<file path="src/rtl/tec_datapath_timing.sv">
`default_nettype none
// +----------------------------------------------------------------------------+
// | Module  : tec_datapath_timing                                              |
// | Purpose : Execution side of the hardwired controller. Holds the beat       |
// |           generator (W1/W2/W3/HALT), register file R0-R3, PC, AR, IR, C/Z  |
// |           flags, the ALU and the internal RAM. All state changes on the    |
// |           falling edge of t3 (end of beat).                                |
// | Ports   : t3 clock, clr async active-low reset, qd start pulse,            |
// |           sd switch data, datapath control strobes, s/m/cin ALU function,  |
// |           short/long/stop beat control; w1/w2/w3 beats, ir = IR[7:4],      |
// |           c/z flags, bus = internal bus value.                             |
// | Option  : BUS_CONFLICT_CHECK_EN adds sticky output bus_err.                |
// | Rev     : 1.0  initial release                                             |
// +----------------------------------------------------------------------------+
module tec_datapath_timing #(
  parameter int DATA_W = 8,
  parameter int ADDR_W = 8
) (
  input  logic              t3,
  input  logic              clr,
  input  logic              qd,
  input  logic [DATA_W-1:0] sd,
  input  logic              drw,
  input  logic              lpc,
  input  logic              pcinc,
  input  logic              pcadd,
  input  logic              lar,
  input  logic              arinc,
  input  logic              lir,
  input  logic              memw,
  input  logic              abus,
  input  logic              sbus,
  input  logic              mbus,
  input  logic              ldc,
  input  logic              ldz,
  input  logic              cin,
  input  logic              m,
  input  logic              selctl,
  input  logic              sel3,
  input  logic              sel2,
  input  logic              sel1,
  input  logic              sel0,
  input  logic [3:0]        s,
  input  logic              short,
  input  logic              long,
  input  logic              stop,
  output logic              w1,
  output logic              w2,
  output logic              w3,
  output logic [3:0]        ir,
  output logic              c,
  output logic              z,
  output logic [DATA_W-1:0] bus
`ifdef BUS_CONFLICT_CHECK_EN
  ,
  output logic              bus_err
`endif
);

  // One-hot beat encoding so the beat outputs come straight off flop bits.
  typedef enum logic [2:0] {
    BEAT_HALT = 3'b000,
    BEAT_W1   = 3'b001,
    BEAT_W2   = 3'b010,
    BEAT_W3   = 3'b100
  } beat_t;

  beat_t beat_q, beat_d;
  beat_t pend_q, pend_d;

  logic [DATA_W-1:0] rf_q [4];
  logic [DATA_W-1:0] rf_d [4];
  logic [ADDR_W-1:0] pc_q, pc_d;
  logic [ADDR_W-1:0] ar_q, ar_d;
  logic [DATA_W-1:0] ir_q, ir_d;
  logic              c_q, c_d;
  logic              z_q, z_d;

  logic [DATA_W-1:0] mem [0:(1<<ADDR_W)-1];

  logic              active;
  logic [1:0]        wr_sel;
  logic [1:0]        b_sel;
  logic [DATA_W-1:0] a_op;
  logic [DATA_W-1:0] b_op;
  logic [DATA_W:0]   alu;
  logic [DATA_W:0]   ci;
  logic [DATA_W-1:0] f;
  logic [DATA_W-1:0] bus_raw;

  assign active = (beat_q != BEAT_HALT);

  // Beat sequencing; stop outranks short/long and records where to resume.
  always_comb begin
    beat_d = beat_q;
    pend_d = pend_q;
    case (beat_q)
      BEAT_W1: begin
        if (stop) begin
          beat_d = BEAT_HALT;
          pend_d = short ? BEAT_W1 : BEAT_W2;
        end else begin
          beat_d = short ? BEAT_W1 : BEAT_W2;
        end
      end
      BEAT_W2: begin
        if (stop) begin
          beat_d = BEAT_HALT;
          pend_d = long ? BEAT_W3 : BEAT_W1;
        end else begin
          beat_d = long ? BEAT_W3 : BEAT_W1;
        end
      end
      BEAT_W3: begin
        if (stop) begin
          beat_d = BEAT_HALT;
          pend_d = BEAT_W1;
        end else begin
          beat_d = BEAT_W1;
        end
      end
      BEAT_HALT: begin
        if (qd) beat_d = pend_q;
      end
      default: beat_d = BEAT_HALT;
    endcase
  end

  // Operand selection: microcode override or the IR register fields.
  assign wr_sel = selctl ? {sel3, sel2} : ir_q[3:2];
  assign b_sel  = selctl ? {sel1, sel0} : ir_q[1:0];
  assign a_op   = rf_q[wr_sel];
  assign b_op   = rf_q[b_sel];

  // cin is active-low: cin=0 adds one.
  assign ci = {{DATA_W{1'b0}}, ~cin};

  always_comb begin
    alu = '0;
    case ({s, m})
      5'b1001_0: alu = {1'b0, a_op} + {1'b0, b_op} + ci;
      5'b0110_0: alu = {1'b0, a_op} + {1'b0, ~b_op} + ci;
      5'b0000_0: alu = {1'b0, a_op} + ci;
      5'b1111_0: alu = {1'b0, a_op} + {1'b0, {DATA_W{1'b1}}} + ci;
      5'b1011_1: alu = {1'b0, a_op & b_op};
      5'b0110_1: alu = {1'b0, a_op ^ b_op};
      5'b1010_1: alu = {1'b0, b_op};
      5'b1111_1: alu = {1'b0, a_op};
      default:   alu = '0;
    endcase
  end

  assign f = alu[DATA_W-1:0];

  always_comb begin
    bus_raw = '0;
    if (mbus)      bus_raw = mem[ar_q];
    else if (sbus) bus_raw = sd;
    else if (abus) bus_raw = f;
  end

  // The displayed bus reads zero while reset is held.
  assign bus = clr ? bus_raw : '0;

  always_comb begin
    rf_d = rf_q;
    pc_d = pc_q;
    ar_d = ar_q;
    ir_d = ir_q;
    c_d  = c_q;
    z_d  = z_q;
    if (active) begin
      if (drw) rf_d[wr_sel] = bus_raw;
      if (ldc) c_d = alu[DATA_W];
      if (ldz) z_d = (f == '0);
      // IR is loaded from the PC value present before this edge.
      if (lir) ir_d = mem[pc_q];
      if (lpc)        pc_d = bus_raw[ADDR_W-1:0];
      else if (pcadd) pc_d = pc_q + ADDR_W'($signed(ir_q[3:0]));
      else if (pcinc) pc_d = pc_q + 1'b1;
      if (lar)        ar_d = bus_raw[ADDR_W-1:0];
      else if (arinc) ar_d = ar_q + 1'b1;
    end
  end

  always_ff @(negedge t3 or negedge clr) begin
    if (!clr) begin
      beat_q <= BEAT_HALT;
      pend_q <= BEAT_W1;
      for (int i = 0; i < 4; i++) rf_q[i] <= '0;
      pc_q   <= '0;
      ar_q   <= '0;
      ir_q   <= '0;
      c_q    <= 1'b0;
      z_q    <= 1'b0;
    end else begin
      beat_q <= beat_d;
      pend_q <= pend_d;
      rf_q   <= rf_d;
      pc_q   <= pc_d;
      ar_q   <= ar_d;
      ir_q   <= ir_d;
      c_q    <= c_d;
      z_q    <= z_d;
    end
  end

  // RAM has no reset; gating on clr keeps a write from landing while reset is held.
  always_ff @(negedge t3) begin
    if (clr && active && memw) mem[ar_q] <= bus_raw;
  end

`ifdef BUS_CONFLICT_CHECK_EN
  logic bus_err_q, bus_err_d;

  always_comb begin
    bus_err_d = bus_err_q;
    if (active && ((mbus & sbus) | (mbus & abus) | (sbus & abus))) bus_err_d = 1'b1;
  end

  always_ff @(negedge t3 or negedge clr) begin
    if (!clr) bus_err_q <= 1'b0;
    else      bus_err_q <= bus_err_d;
  end

  assign bus_err = bus_err_q;
`endif

  assign w1 = beat_q[0];
  assign w2 = beat_q[1];
  assign w3 = beat_q[2];
  assign ir = ir_q[DATA_W-1 -: 4];
  assign c  = c_q;
  assign z  = z_q;

endmodule
`default_nettype wire

</file>
<file path="config.mk">
export PLATFORM = sky130hd
export DESIGN_NAME = tec_datapath_timing
export DESIGN_NICKNAME = d
export VERILOG_FILES = /design/src/rtl/tec_datapath_timing.sv
export SDC_FILE = /design/constraint.sdc
export NUM_CORES = 2
export LEC_CHECK = 0
export BUFFER_PORTS_ARGS = -buffer_cell sky130_fd_sc_hd__buf_2
export CAP_MARGIN = 20
export CORE_MARGIN = 3
export CORE_UTILIZATION = 35
export CTS_CLUSTER_DIAMETER = 150
export CTS_CLUSTER_SIZE = 24
export DETAILED_ROUTE_END_ITERATION = 7
export HOLD_SLACK_MARGIN = 0.1
export SLEW_MARGIN = 5
export SYNTH_ARGS = -nofsm -noshare
export SYNTH_HDL_FRONTEND = slang
export SYNTH_SLANG_ARGS = --single-unit
</file>
<file path="constraint.sdc">
create_clock -name t3 -period 16.46 [get_ports t3]
set_clock_uncertainty 0.1 [all_clocks]
set_input_delay 2.469 -clock t3 [delete_from_list [all_inputs] [get_ports t3]]
set_output_delay 2.469 -clock t3 [all_outputs]
set_load 0.03 [all_outputs]
</file>
After elaboration in Yosys (flattened, before gate mapping)
Memories as Yosys holds them, arrays and structs flattened. A register that Yosys moved wholly into a read port is not among the register bits.
Cells that the tools add are included.
{ "word_totals": {"output_inout_bits": 17, "mem_bits_ro": 0, "memories": 1, "latch_bits": 0, "ram_bits": 2048, "reg_bits": 56, "inputBits": 38} }
{ "op_classes": {"reduce_logical": 18, "n_div": 0, "n_eq_ne": 14, "shift": 0, "addsub": 10, "bitwise_logic": 6, "mul": 0, "magnitude_cmp": 3, "n_mux": 34} }
{ "memory_table": {"columns": ["name", "words", "word_bits", "read_ports", "rd_ports_with_merged_regs", "wr", "line", "source"], "rows": [
  ["mem", 256, 8, 2, 1, 1, "79", "logic [DATA_W-1:0] mem [0:(1<<ADDR_W)-1];"]
]} }
{ "ops": {"columns": ["operator", "count"], "rows": [
  ["two-way mux 8 bit", 14],
  ["one-hot mux 9 bit (8 select lines)", 1],
  ["binary-select mux 8 bit (select 2 bit)", 2],
  ["bitwise mux 32 bit", 1],
  ["adder 9 x 1 -> 9 bit", 3],
  ["== test 5 bit, second input constant", 5],
  ["adder 8 x 8 -> 9 bit", 2],
  ["two-way mux 3 bit", 6],
  ["adder 8 x 1 -> 8 bit, second input constant", 2],
  ["demux 8 bit (select 2 bit)", 1],
  ["one-hot mux 3 bit (4 select lines)", 1],
  ["AND reduction 2 bit", 6],
  ["== test 5 x 4 -> 1 bit, second input constant", 2],
  ["adder 8 x 1 -> 9 bit", 1],
  ["adder 8 x 8 -> 9 bit, second input constant", 1],
  ["one-hot mux 3 bit (3 select lines)", 1],
  ["nonzero test 3 bit", 3],
  ["adder 8 bit", 1],
  ["bitwise AND 8 bit", 1],
  ["zero test 8 bit", 1],
  ["two-way mux 2 bit", 4],
  ["inequality test 2 bit, second input constant", 4],
  ["inverter 8 bit", 1],
  ["bitwise XOR 8 bit", 1],
  ["14 further kinds", 20]
]} }

Depth between registers and ports, before layout
{ "logic_depth": {"ltp_word": 13, "ltp_mapped": 19, "mapped_depth_nobuf": 17} }

==> impl_metrics.json <==
{
  "status": "completed",
  "cp_cell_sequence": "buf_12, buf_12, buf_4, mux4_2, mux4_2, nor3b_1, a31oi_1, nor3b_1, nor4_1, a21boi_2, a21oi_4, and2_1, buf_2",
  "core-area_um2": 285000,
  "utilization_pct": 41.1,
  "cap_violations": 0,
  "syn_area_um2": 101000,
  "ys_seq_area_share_pct": 62.8,
  "power.switching_uw": 3150,
  "io_pins": 55,
  "drt-pass1-iter-count": 6,
  "synth_cell_types": 88,
  "synth_fp_nets": 4899,
  "synth_async_sr_flop_share_pct": 3.03,
  "synth_common_cells": "2048 x edfxtp_1, 1308 x mux4_2, 346 x nor2_1",
  "critPathLaunchType": "flip-flop",
  "routed-via-count": 62500,
  "worstSetupPathType": "reg2out",
  "ff_latch_area_um2": 63100,
  "synthToLayoutAreaGrowth_pct": 16.6,
  "htree_num_levels": 3,
  "p_int_uw": 7750,
  "rsz0062_at_grt": "false",
  "nets": 7012,
  "cts_buffers": 98,
  "row_count": 196,
  "r2r_start": "pc_q[0]",
  "p_leak_uw": 0.0436,
  "netlist_instances": 4826,
  "grt_use_total_pct": 22.6,
  "drive_gt1_share_pct": 27.4,
  "pwr-share-clk_pct": 43.9,
  "grt_max_degree": 262,
  "start_util_pct": 35.2,
  "combPwrFrac_pct": 1.5,
  "syn_area_per_cell_um2": 20.8,
  "crit_path_end_kind": "output port",
  "viasPerCell": 5.83,
  "power.density_nw_per_um2": 93.0,
  "wirelength_met1_mm": 124,
  "top_layer": "met4",
  "ys_seq_elements": 2112,
  "hold_path.class": "reg2reg",
  "yosys.area.top_type_share_pct": 61.2,
  "hpwlAfterDp_mm": 210,
  "worstHoldEndpoint": "pend_q[2]",
  "first_global_vias": 66000,
  "drc": 0,
  "yosysWarnings": 0,
  "hold_start": "pend_q[2]",
  "synth_area_leaders": "edfxtp_1 61%, mux4_2 29%, dfrtn_1 1.6%, nor2_1 1.3%, clkbuf_1 0.72%",
  "drt_iter0_drc": 8332,
  "insertion_delay_ns": 0.80,
  "synth_top_cell_by_area": "edfxtp_1",
  "antenna_found_initial": 17,
  "p_sw_share_pct": 28.9,
  "n_fill_cell": 26100,
  "setup_viol": 0,
  "detail_route.wl_per_cell_um": 31.2,
  "die-width_um": 542,
  "die_height_um": 542,
  "clock_sinks": 2112,
  "grt_pass1_wl_mm": 472,
  "crit_path_max_fanout": 37,
  "timing.rr.end": "ir_q[2]",
  "clkTransAtPathRegs_ns": 0.08,
  "r2r_setup_slack_ns": 10.73,
  "worst_slew_pin_slew_ns": 1.36,
  "die_area_um2": 294000,
  "met3_length_mm": 35.0,
  "cpMaxStageDelayCell": "mux4_2",
  "synth_most_common_cell": "edfxtp_1",
  "maxSlewViolCount": 0,
  "ys.flop_type": "edfxtp_1",
  "ir_worst_vdd_mv": 0.0814,
  "rr_worst_depth": 9,
  "hold_violations": 0,
  "multi_input_area_um2": 35800,
  "worstPathArrival_ns": 13.66,
  "met2RoutedLength_mm": 160,
  "cts_hold_buf": 0,
  "numPortBuffers": 54,
  "drtAntennaViolNets": 0,
  "slew_headroom_pct": 9.38,
  "place_congestion": 0.924,
  "cp_data_required_time_ns": 13.89,
  "cts_buffer_depth": 3,
  "cts-root-buf": "clkbuf_16",
  "critPathMaxStageDelay_ns": 0.62,
  "seqPwrFrac_pct": 54.6,
  "whs_path_depth": 2,
  "tns_ns": 0,
  "grt_overflow": 0,
  "wl_mm": 335,
  "tritoncts": "yes",
  "synth_edf_count": 2048
}
cells in the final DEF, fill, tap and decap left out, types with 8 or more instances in the layout:
| cell type | n |
|---|---|
| and2_1 | 17 |
| ha_1 | 30 |
| edfxtp_1 | 2048 |
| nand2_1 | 83 |
| a31oi_1 | 9 |
| nand2b_1 | 11 |
| nor2_2 | 27 |
| a221oi_1 | 11 |
| o211ai_1 | 9 |
| nor3_1 | 20 |
| o22ai_1 | 17 |
| mux2i_1 | 43 |
| o21ai_0 | 34 |
| o31ai_1 | 8 |
| dfrtn_1 | 63 |
| a22o_1 | 13 |
| mux2_2 | 56 |
| nor2_1 | 319 |
| buf_2 | 53 |
| buf_4 | 227 |
| mux4_2 | 1308 |
| nand2_2 | 12 |
| a21oi_1 | 52 |
| buf_6 | 19 |
| inv_1 | 2077 |
| buf_12 | 49 |
| a22oi_1 | 22 |
| nor2b_1 | 13 |
| clkbuf_16 | 101 |
| nand3_1 | 33 |
worst max-delay path by stage:
stage,from,endpoint,slack (ns),cells after the start
after floorplan,ir_q[0],bus[6],-0.39,15
after global placement,selctl,mem[104][4],0.19,15
after detailed placement,selctl,mem[104][4],0.21,15
after CTS,ar_q[0],bus[5],0.06,12
after global routing,ir_q[0],bus[4],0.14,16
final,ar_q[0],bus[5],0.23,13
logic make-up after synthesis:
family	count (synthesis)	share of synthesized area (%)
DFF	2112	62.8
adders and majority gates	35	0.466
AOI/OAI and AO/OA	259	1.85
xor gates and xnor gates	10	0.0871
buffers and inverters	416	1.90
muxes	1412	30.4
and+or+nand+nor	582	2.50
repair_timing:
action                                  4_1_cts  5_1_grt
gates resized for setup                       1        0
endpoints found under the setup margin        1        1
endpoints found under the hold margin         0        0
gates cloned                                  0        0
buffers inserted                              0        2
area by class of cell:
cell class | instances | area share, %
inverters | 31 | 0.0992
clock buffers | 102 | 2.16
flip-flops and latches | 2112 | 53.8
well taps | 3762 | 4.01
clock inverters | 2058 | 6.66
multi-input cells | 2298 | 30.5
repair buffers | 349 | 2.72
diodes | 3 | 0.00640
power by group through the flow:
stage          Combinational [uW]  Clock [uW]  Sequential, uW
2_1_floorplan                75.4         736            6050
3_3_place_gp                  154         736            6030
3_5_place_dp                  162         736            6040
4_1_cts                       163        4940            5950
5_1_grt                       178        5580            5930
6_report                      165        4790            5950
through the flow:
step,worst slack [ns],std cells,power (uW),hold WS (ns),area [um^2]
finish,0.234,10700,10900,0.361,117000
global placement,0.194,8516,6920,0.332,106000
floorplan,-0.390,4826,6860,0.310,101000
detailed placement,0.209,8533,6930,0.362,107000
global route,0.140,10700,11700,0.370,117000
CTS,0.0551,10700,11100,0.364,117000
metal layers:
metal	global-route usage, %	vias to the layer above
met5	0	-
li1	-	25100
met4	11.7	0
met1	28.7	33300
met3	7.39	557
met2	34.8	3557
registers in the layout, summed over array words and instances, names as in the netlist:
register,flops
pend_q,3
rf_q,32
pc_q,8
ir_q,8
c,1
z,1
mem,2048
beat_q,3
ar_q,8
worst max-delay path: cells and delay by family, from the launching register on:
| family | cells | cell delay [ns] |
|---|---|---|
| compound gates | 3 | 0.79 |
| flops | 1 | 0.52 |
| simple gates | 4 | 1.06 |
| buf+inv | 4 | 1.05 |
| mux | 2 | 1.16 |
Power figures use the tool's default switching activity.
